<file path="src/rtl/mips_pkg.sv">
// Shared MIPS encoding constants and small decode helpers used by fetch and decode.
package mips_pkg;

    // Instruction field positions
    localparam int OPC_HI = 31;
    localparam int OPC_LO = 26;
    localparam int TGT_HI = 25;
    localparam int TGT_LO = 0;

    // Opcodes of interest at fetch time
    localparam logic [5:0] OP_RTYPE = 6'd0;
    localparam logic [5:0] OP_J     = 6'd2;
    localparam logic [5:0] OP_JAL   = 6'd3;

    // Coarse instruction format classes
    typedef enum logic [1:0] {
        ITYPE_R = 2'd0,
        ITYPE_J = 2'd1,
        ITYPE_I = 2'd2
    } itype_e;

    // True for J and JAL, whose target is resolvable from the word alone
    function automatic logic is_jump(input logic [31:0] w);
        return (w[OPC_HI:OPC_LO] == OP_J) || (w[OPC_HI:OPC_LO] == OP_JAL);
    endfunction

    // Classify a word into R/J/I format
    function automatic itype_e predecode(input logic [31:0] w);
        if (w[OPC_HI:OPC_LO] == OP_RTYPE) begin
            return ITYPE_R;
        end else if (is_jump(w)) begin
            return ITYPE_J;
        end
        return ITYPE_I;
    endfunction

endpackage

</file>
<file path="src/rtl/fetch_unit_inst_fifo.sv">
// Small synchronous FIFO buffering fetched words for decode.
// The head output holds the last presented entry while the FIFO is empty.
module inst_fifo #(
    parameter int WIDTH = 64,
    parameter int DEPTH = 2
) (
    input  logic                         clk,
    input  logic                         rst,
    input  logic                         push,
    input  logic                         pop,
    input  logic                         flush,
    input  logic [WIDTH-1:0]             din,
    output logic [WIDTH-1:0]             head,
    output logic                         valid,
    output logic [$clog2(DEPTH+1)-1:0]   count
);

    localparam int AW = $clog2(DEPTH);
    localparam int CW = $clog2(DEPTH + 1);

    logic [WIDTH-1:0] mem [DEPTH];
    logic [WIDTH-1:0] last;
    logic [AW-1:0]    rd_ptr;
    logic [AW-1:0]    wr_ptr;
    logic             do_push;
    logic             do_pop;

    // Qualify handshakes: no pop from empty, no push into full unless it is also popping
    always_comb begin
        valid   = (count != '0);
        do_pop  = pop && valid;
        do_push = push && ((count != CW'(DEPTH)) || do_pop);
        head    = valid ? mem[rd_ptr] : last;
    end

    // Storage, pointers, occupancy and held head value
    always_ff @(posedge clk) begin
        if (rst) begin
            for (int unsigned i = 0; i < DEPTH; i++) begin
                mem[i] <= '0;
            end
            last   <= '0;
            rd_ptr <= '0;
            wr_ptr <= '0;
            count  <= '0;
        end else begin
            if (valid) begin
                last <= mem[rd_ptr];
            end
            if (flush) begin
                rd_ptr <= '0;
                wr_ptr <= '0;
                count  <= '0;
            end else begin
                if (do_push) begin
                    mem[wr_ptr] <= din;
                    wr_ptr      <= wr_ptr + 1'b1;
                end
                if (do_pop) begin
                    rd_ptr <= rd_ptr + 1'b1;
                end
                case ({do_push, do_pop})
                    2'b10:   count <= count + CW'(1);
                    2'b01:   count <= count - CW'(1);
                    default: count <= count;
                endcase
            end
        end
    end

endmodule

</file>
<file path="src/rtl/fetch_unit.sv">
// Instruction fetch stage: PC, instruction memory port, J/JAL resolution,
// downstream redirect and a small buffer toward decode.
// Optional: define FETCH_PREDECODE_EN to add the registered inst_type output.
module fetch_unit
    import mips_pkg::*;
#(
    parameter logic [31:0] RESET_PC = 32'd128,
    parameter int          DEPTH    = 2
) (
    input  logic        clk,
    input  logic        rst,
    input  logic        go,
    input  logic        stop,
    input  logic        redirect,
    input  logic [31:0] redirect_pc,
    output logic [31:0] address,
    output logic        read,
    output logic        write,
    output logic [31:0] memIn,
    input  logic [31:0] memOut,
    output logic [31:0] inst,
    output logic [31:0] inst_pc,
    output logic        inst_valid,
    input  logic        inst_ready,
    output logic        busy
`ifdef FETCH_PREDECODE_EN
    ,
    output logic [1:0]  inst_type
`endif
);

    localparam int CW = $clog2(DEPTH + 1);
`ifdef FETCH_PREDECODE_EN
    localparam int EW = 66;
`else
    localparam int EW = 64;
`endif

    typedef enum logic {
        IDLE = 1'b0,
        RUN  = 1'b1
    } state_e;

    state_e          state;
    state_e          state_nxt;
    logic [31:0]     pc;
    logic [31:0]     pc4;
    logic [31:0]     nxt;
    logic            pop;
    logic            fire;
    logic [CW-1:0]   count;
    logic [EW-1:0]   din;
    logic [EW-1:0]   head;

    assign write   = 1'b0;
    assign memIn   = '0;
    assign address = pc;
    assign read    = fire;

    // State register
    always_ff @(posedge clk) begin
        if (rst) begin
            state <= IDLE;
        end else begin
            state <= state_nxt;
        end
    end

    // Next state, fetch qualification and next-PC selection
    always_comb begin
        state_nxt = state;
        busy      = (state == RUN);
        pop       = inst_valid && inst_ready;
        fire      = 1'b0;
        pc4       = pc + 32'd4;
        nxt       = pc4;
        case (state)
            IDLE: if (go)   state_nxt = RUN;
            RUN:  if (stop) state_nxt = IDLE;
            default: state_nxt = IDLE;
        endcase
        if (state == RUN && !redirect && ((count != CW'(DEPTH)) || pop)) begin
            fire = 1'b1;
        end
        if (is_jump(memOut)) begin
            nxt = {pc4[31:28], memOut[TGT_HI:TGT_LO], 2'b00};
        end
    end

    // Program counter: redirect wins, then sequential/jump advance on fetch
    always_ff @(posedge clk) begin
        if (rst) begin
            pc <= RESET_PC;
        end else if (redirect) begin
            pc <= redirect_pc & ~32'd3;
        end else if (fire) begin
            pc <= nxt;
        end
    end

`ifdef FETCH_PREDECODE_EN
    assign din       = {predecode(memOut), pc, memOut};
    assign inst_type = head[65:64];
`else
    assign din = {pc, memOut};
`endif
    assign inst_pc = head[63:32];
    assign inst    = head[31:0];

    // Redirect flushes the buffer; the fifo ignores pop while flushing
    inst_fifo #(
        .WIDTH (EW),
        .DEPTH (DEPTH)
    ) u_fifo (
        .clk   (clk),
        .rst   (rst),
        .push  (fire),
        .pop   (pop),
        .flush (redirect),
        .din   (din),
        .head  (head),
        .valid (inst_valid),
        .count (count)
    );

endmodule
</file>
<file path="config.mk">
export PLATFORM = sky130hd
export DESIGN_NAME = fetch_unit
export DESIGN_NICKNAME = d
export VERILOG_FILES = /design/src/rtl/mips_pkg.sv /design/src/rtl/fetch_unit_inst_fifo.sv /design/src/rtl/fetch_unit.sv
export SDC_FILE = /design/constraint.sdc
export NUM_CORES = 1
export LEC_CHECK = 0
export BUFFER_PORTS_ARGS = -buffer_cell sky130_fd_sc_hd__buf_4
export CAP_MARGIN = 10
export CELL_PAD_IN_SITES_DETAIL_PLACEMENT = 1
export CELL_PAD_IN_SITES_GLOBAL_PLACEMENT = 1
export CORE_MARGIN = 4
export CORE_UTILIZATION = 47
export CTS_CLUSTER_DIAMETER = 50
export CTS_CLUSTER_SIZE = 40
export DETAILED_ROUTE_END_ITERATION = 16
export PLACE_DENSITY = 0.95
export RECOVER_POWER = 100
export SLEW_MARGIN = 20
export SYNTH_ARGS = -nofsm -noshare
export SYNTH_HDL_FRONTEND = slang
export SYNTH_HIERARCHICAL = 1
export SYNTH_SLANG_ARGS = --single-unit
</file>
<file path="constraint.sdc">
create_clock -name clk -period 9.2 [get_ports clk]
set_clock_uncertainty 0.15 [all_clocks]
set_input_delay 0.46 -clock clk [delete_from_list [all_inputs] [get_ports clk]]
set_output_delay 0.46 -clock clk [all_outputs]
set_load 0.1 [all_outputs]
</file>
# Word-level counts from Yosys, hierarchy flattened
# Memory sizes are Yosys's and may differ from the RTL's. A register that Yosys moved wholly into a read port is not among the register bits.
# Cells that the tools add are included.
# word_totals
regBits,101
mem_bits_rw,128
output_inout_bits,132
elab_cells,53
n_memories,1
# op_classes
addsub,5
eq_ne,5
mux,20
bitwise,1
reduce_logical,14
# mem_list
memory,depth,word_bits,read_ports,rd_clocked_by_memory_dff,wr,line,source
u_fifo.mem,2,64,1,1,2,fetch_unit_inst_fifo.sv:21,logic [WIDTH-1:0] mem [DEPTH];
# op_table
operator,n
2-to-1 mux 64 bit,2
2-to-1 mux 32 bit,2
OR reduction 64 bit,1
"adder 32 x 3 -> 32 bit, second input constant",1
2-to-1 mux 28 bit,1
2-to-1 mux 1 bit,13
"== test 6 x 2 -> 1 bit, second input constant",2
nonzero test 2 bit,3
logical AND 1 bit,5
one-hot mux 2 bit (2 select lines),1
logical OR 1 bit,3
"adder 1 bit, second input constant",2
"adder 2 x 1 -> 2 bit, second input constant",1
"== test 2 x 1 -> 1 bit, second input constant",1
"== test 2 bit, second input constant",1
"inequality test 2 bit, second input constant",1
one-hot mux 1 bit (2 select lines),1
OR reduction 2 bit,1
"subtractor 2 x 1 -> 2 bit, second input constant",1
logical NOT 1 bit,1
inverter 1 bit,1

# Logic depth before layout (Yosys ltp)
# logic_depth
word_depth,12
depth_mapped,13
depth_no_buf,8

# Modules after synthesis
# The synthesis kept the hierarchy.
# by_module_without_submodules
mod,n_inst,cells_each,area_each_um2
inst_fifo,1,655,8145.3
fetch_unit,1,323,2509.9

# Least setup slack after synthesis
# Ideal clock, no wire load.
# synth_path
path_kind,register to register
startpoint,register u_fifo.count[0]
endpoint,memory u_fifo.mem[0][0] (enable)
setup_ps,394
t_arrival_ps,4456
t_required_ps,8656
path_slack_ps,4200
stages_incl_launch_ff,12
n_path_buf,6
path_cell_list,dfxtp_1 -> or2_1 -> clkbuf_1 -> buf_2 -> buf_2 -> and2_1 -> clkbuf_1 -> o211a_1 -> clkbuf_1 -> nor4b_2 -> buf_4 -> or2_2
# synth_lines
item,line,source
"start, declared",fetch_unit_inst_fifo.sv:15,output logic [$clog2(DEPTH+1)-1:0] count
"start signal, assigned",fetch_unit_inst_fifo.sv:63,2'b10: count <= count + CW'(1);
"start signal, assigned",fetch_unit_inst_fifo.sv:64,2'b01: count <= count - CW'(1);
"start signal, assigned",fetch_unit_inst_fifo.sv:65,default: count <= count;
"end, declared",fetch_unit_inst_fifo.sv:21,

==> impl_metrics.yaml <==
route:
  ant_nets: 0
  wirelength_mm: 31.7
  drtPass1Iterations: 5
  drt-initial-drc-count: 675
  post-route-drc-count: 0
  wl_per_cell_um: 22.4
  via_per_inst: 5.79
  vias: 8157
clock_tree:
  clk_path_buf_depth: 3
  htreeDepth: 1
  clkLatencyLatePin_ns: 0.54
  cts_made_buffers: 26
  clk_pin_slew_ns: 0.07
  cts_sinks: 230
  cts_tree: "done"
  cts_root_buf: "clkbuf_16"
  cts_setup_buffers: 0
worst_setup_path:
  cp.arrival_ns: 6.12
  crit_type: "reg -> reg"
  startpoint_type: "flop"
  cp.required_ns: 9.13
  critPathCaptureType: "flop"
  r2r_setup_slack_ns: 3.01
  critPathMaxFanout: 41
cells_and_area:
  nFillCells: 2380
  drive_gt1_frac: 0.153
  antenna_cells: 0
  final_cells: 1410
  nets: 1182
  area_growth_pct: 17.6
die:
  core-area_um2: 22100
  die_x_um: 159
  initial_core_util: 0.482
  ioPinCount: 202
  rows: 54
  die-area_um2: 25100
  fp.dieH_um: 159
placement:
  placed_cells: 1361
  dp.final_hpwl_mm: 20.5
  place_congestion: 0.847
  place_ws_ns: 5.44
  io_buffers: 166
grt:
  grt_pass1_wl_mm: 48.4
  grt_usage: 0.246
  grt_max_degree: 122
  grt_pass1_vias: 8636
  gr-total-overflow: 0
  antenna_found_initial: 0
timing:
  max_freq_mhz: 162
  rsz0062_at_grt: "false"
  drv_slew: 462
  setup_tns_ns: 0
  post-route-min-period_ns: 6.19
  worst_hold_slack_ns: 0.0524
  slew_headroom: -1.58
  hold_viol: 0
  period_share: 0.672
  fin_ws_ns: 3.01
  worst_pin_slew_ns: 3.88
  setup_viol: 0
run:
  drv_cap: 9
pwr:
  power_mw: 2.71
  p_leak_nw: 4.41
  powerDensity_nw_per_um2: 216
  ir_drop_mv: 0.142
yosys:
  ys_seq_area_frac: 0.552
  ys_async_sr_fraction: 0
  synth_top_area_share: 0.361
  syn_inst: 978
  synth.ff_latch_count: 230
  syn_area_um2: 10700
  avgSynthCellArea_um2: 10.9
  synthDistinctLibCells: 62
  synth_edf_count: 128
  yosysTopAreaCell: "edfxtp_1"
  yosys_warnings: 6
  ys_top_cells_by_area: "edfxtp_1 36%, dfxtp_1 19%, and2_1 7.6%, mux2i_1 6.5%, a211oi_1 4.7%"
  synth_ff_type: "edfxtp_1"
outcome:
  violations: "max-capacitance violations, max-slew violations"
  status: "complete, but fails checks"
worst_hold_path:
  hp-class: "in -> reg"
[cells in the mapped netlist, drive strengths merged, types with 2 or more instances]
library cell and count:
and2 130, edfxtp 128, dfxtp 102, nor2 89
a21oi 77, buf 74, mux2i 69, a211oi 68
clkbuf 31, nand2 22, o22ai 17, nand3 15
xnor2 15, o21ai 14, a31oi 13, inv 11
a221oi 10, nand4 9, nor3 9, or2 8
nor4 7, or3 6, xor2 6, o21bai 5
mux2 4, nor3b 4, a21o 3, a31o 3
o211ai 3, a211o 2, a311oi 2, ha 2
nand2b 2, o31a 2, or3b 2, or4 2
[logic make-up (layout without fill, tap and decap cells)]
kind of cell / after synthesis / after routing / share of synthesized area
multiplexers: 73 / 73 / 0.0690
AO/OA/AOI/OAI: 225 / 225 / 0.138
adder cells (fa/ha/maj): 2 / 2 / 0.00235
flip-flops: 230 / 230 / 0.552
AND/OR/NAND/NOR: 310 / 310 / 0.159
other: 1 / 33 / 0.000352
XOR/XNOR: 21 / 21 / 0.0173
buffers and inverters: 116 / 236 / 0.0613
[cell usage in the layout (no fill, tap or decap), drive strengths merged, types with 4 or more instances in the layout]
master,netlist,routed
xnor2,15,15
nand2,22,22
nor3,9,9
or2,8,8
and2,130,130
inv,11,24
nor2,89,89
conb,1,33
nand4,9,9
nand3,15,15
clkbuf,31,91
o21bai,5,5
o22ai,17,17
a31oi,13,13
buf,74,114
dfxtp,102,102
a21oi,77,77
or3,6,6
a221oi,10,10
edfxtp,128,128
o21ai,14,14
nor4,7,7
nor3b,4,4
a211oi,68,68
mux2,4,4
xor2,6,6
mux2i,69,69
[routing by layer]
metal	track usage	routed length [um]
met1	0.295	12100
met2	0.448	16500
met5	0	0
met4	0.0816	885
met3	0.0389	2130
[worst max-delay path, cell delays in order (launching register included)]
cell      delay, ns
dfxtp_1        0.47
or2_0          0.20
and2_0         0.36
o211a_1        0.78
nor4b_1        0.37
or2_0          1.46
clkbuf_1       1.90
[per-stage QoR]
| stage | utilization | instance area [um^2] |
|---|---|---|
| floorplan | - | 10800 |
| global placement | 0.537 | 11900 |
| detailed placement | 0.537 | 11900 |
| CTS | 0.580 | 12800 |
| global route | 0.567 | 12500 |
| finish | 0.567 | 12500 |
[what timing repair did]
item	CTS	global route
setup endpoints to repair	0	0
hold endpoints to repair	1	0
resized for setup	0	0
hold buffers	1	0
[report_power, final]
| part | switching [mW] | internal, mW | leakage [nW] |
|---|---|---|---|
| logic | 0.362 | 0.0772 | 1.80 |
| clock network | 0.477 | 0.631 | 0.458 |
| registers | 0.0363 | 1.13 | 2.15 |
| total | 0.876 | 1.83 | 4.41 |
[sequential cells by signal, summed over array words and instances (netlist names), named ones only]
name,count
u_fifo/mem,128
u_fifo/last,64
address,32
u_fifo/count,2
busy,1
u_fifo/rd_ptr,1
u_fifo/wr_ptr,1
[path summary, 6_finish.rpt]
| kind | start | endpoint | cells after the start |
|---|---|---|---|
| worst max-delay path | u_fifo/count[0]$_SDFFE_PP0P_ | u_fifo/mem[0][5]$_SDFFCE_PN0P_ | 6 |
| worst min-delay path | redirect_pc[28] | address[28]$_SDFFE_PP0P_ | 3 |
| worst max register to register | u_fifo/count[0]$_SDFFE_PP0P_ | u_fifo/mem[0][5]$_SDFFCE_PN0P_ | 6 |
| worst min register to register | address[0]$_SDFFE_PP0P_ | address[0]$_SDFFE_PP0P_ | 1 |
[final cells by class]
class	count	area, um^2	area share
inverters	11	41.3	0.00330
clock inverters	19	245	0.0196
multi-input cells	664	4210	0.336
clock buffers	29	693	0.0553
well taps	280	350	0.0280
flip-flops and latches	230	5890	0.470
repair buffers	177	1100	0.0880
Note: power is estimated with default switching activity, not from simulation.
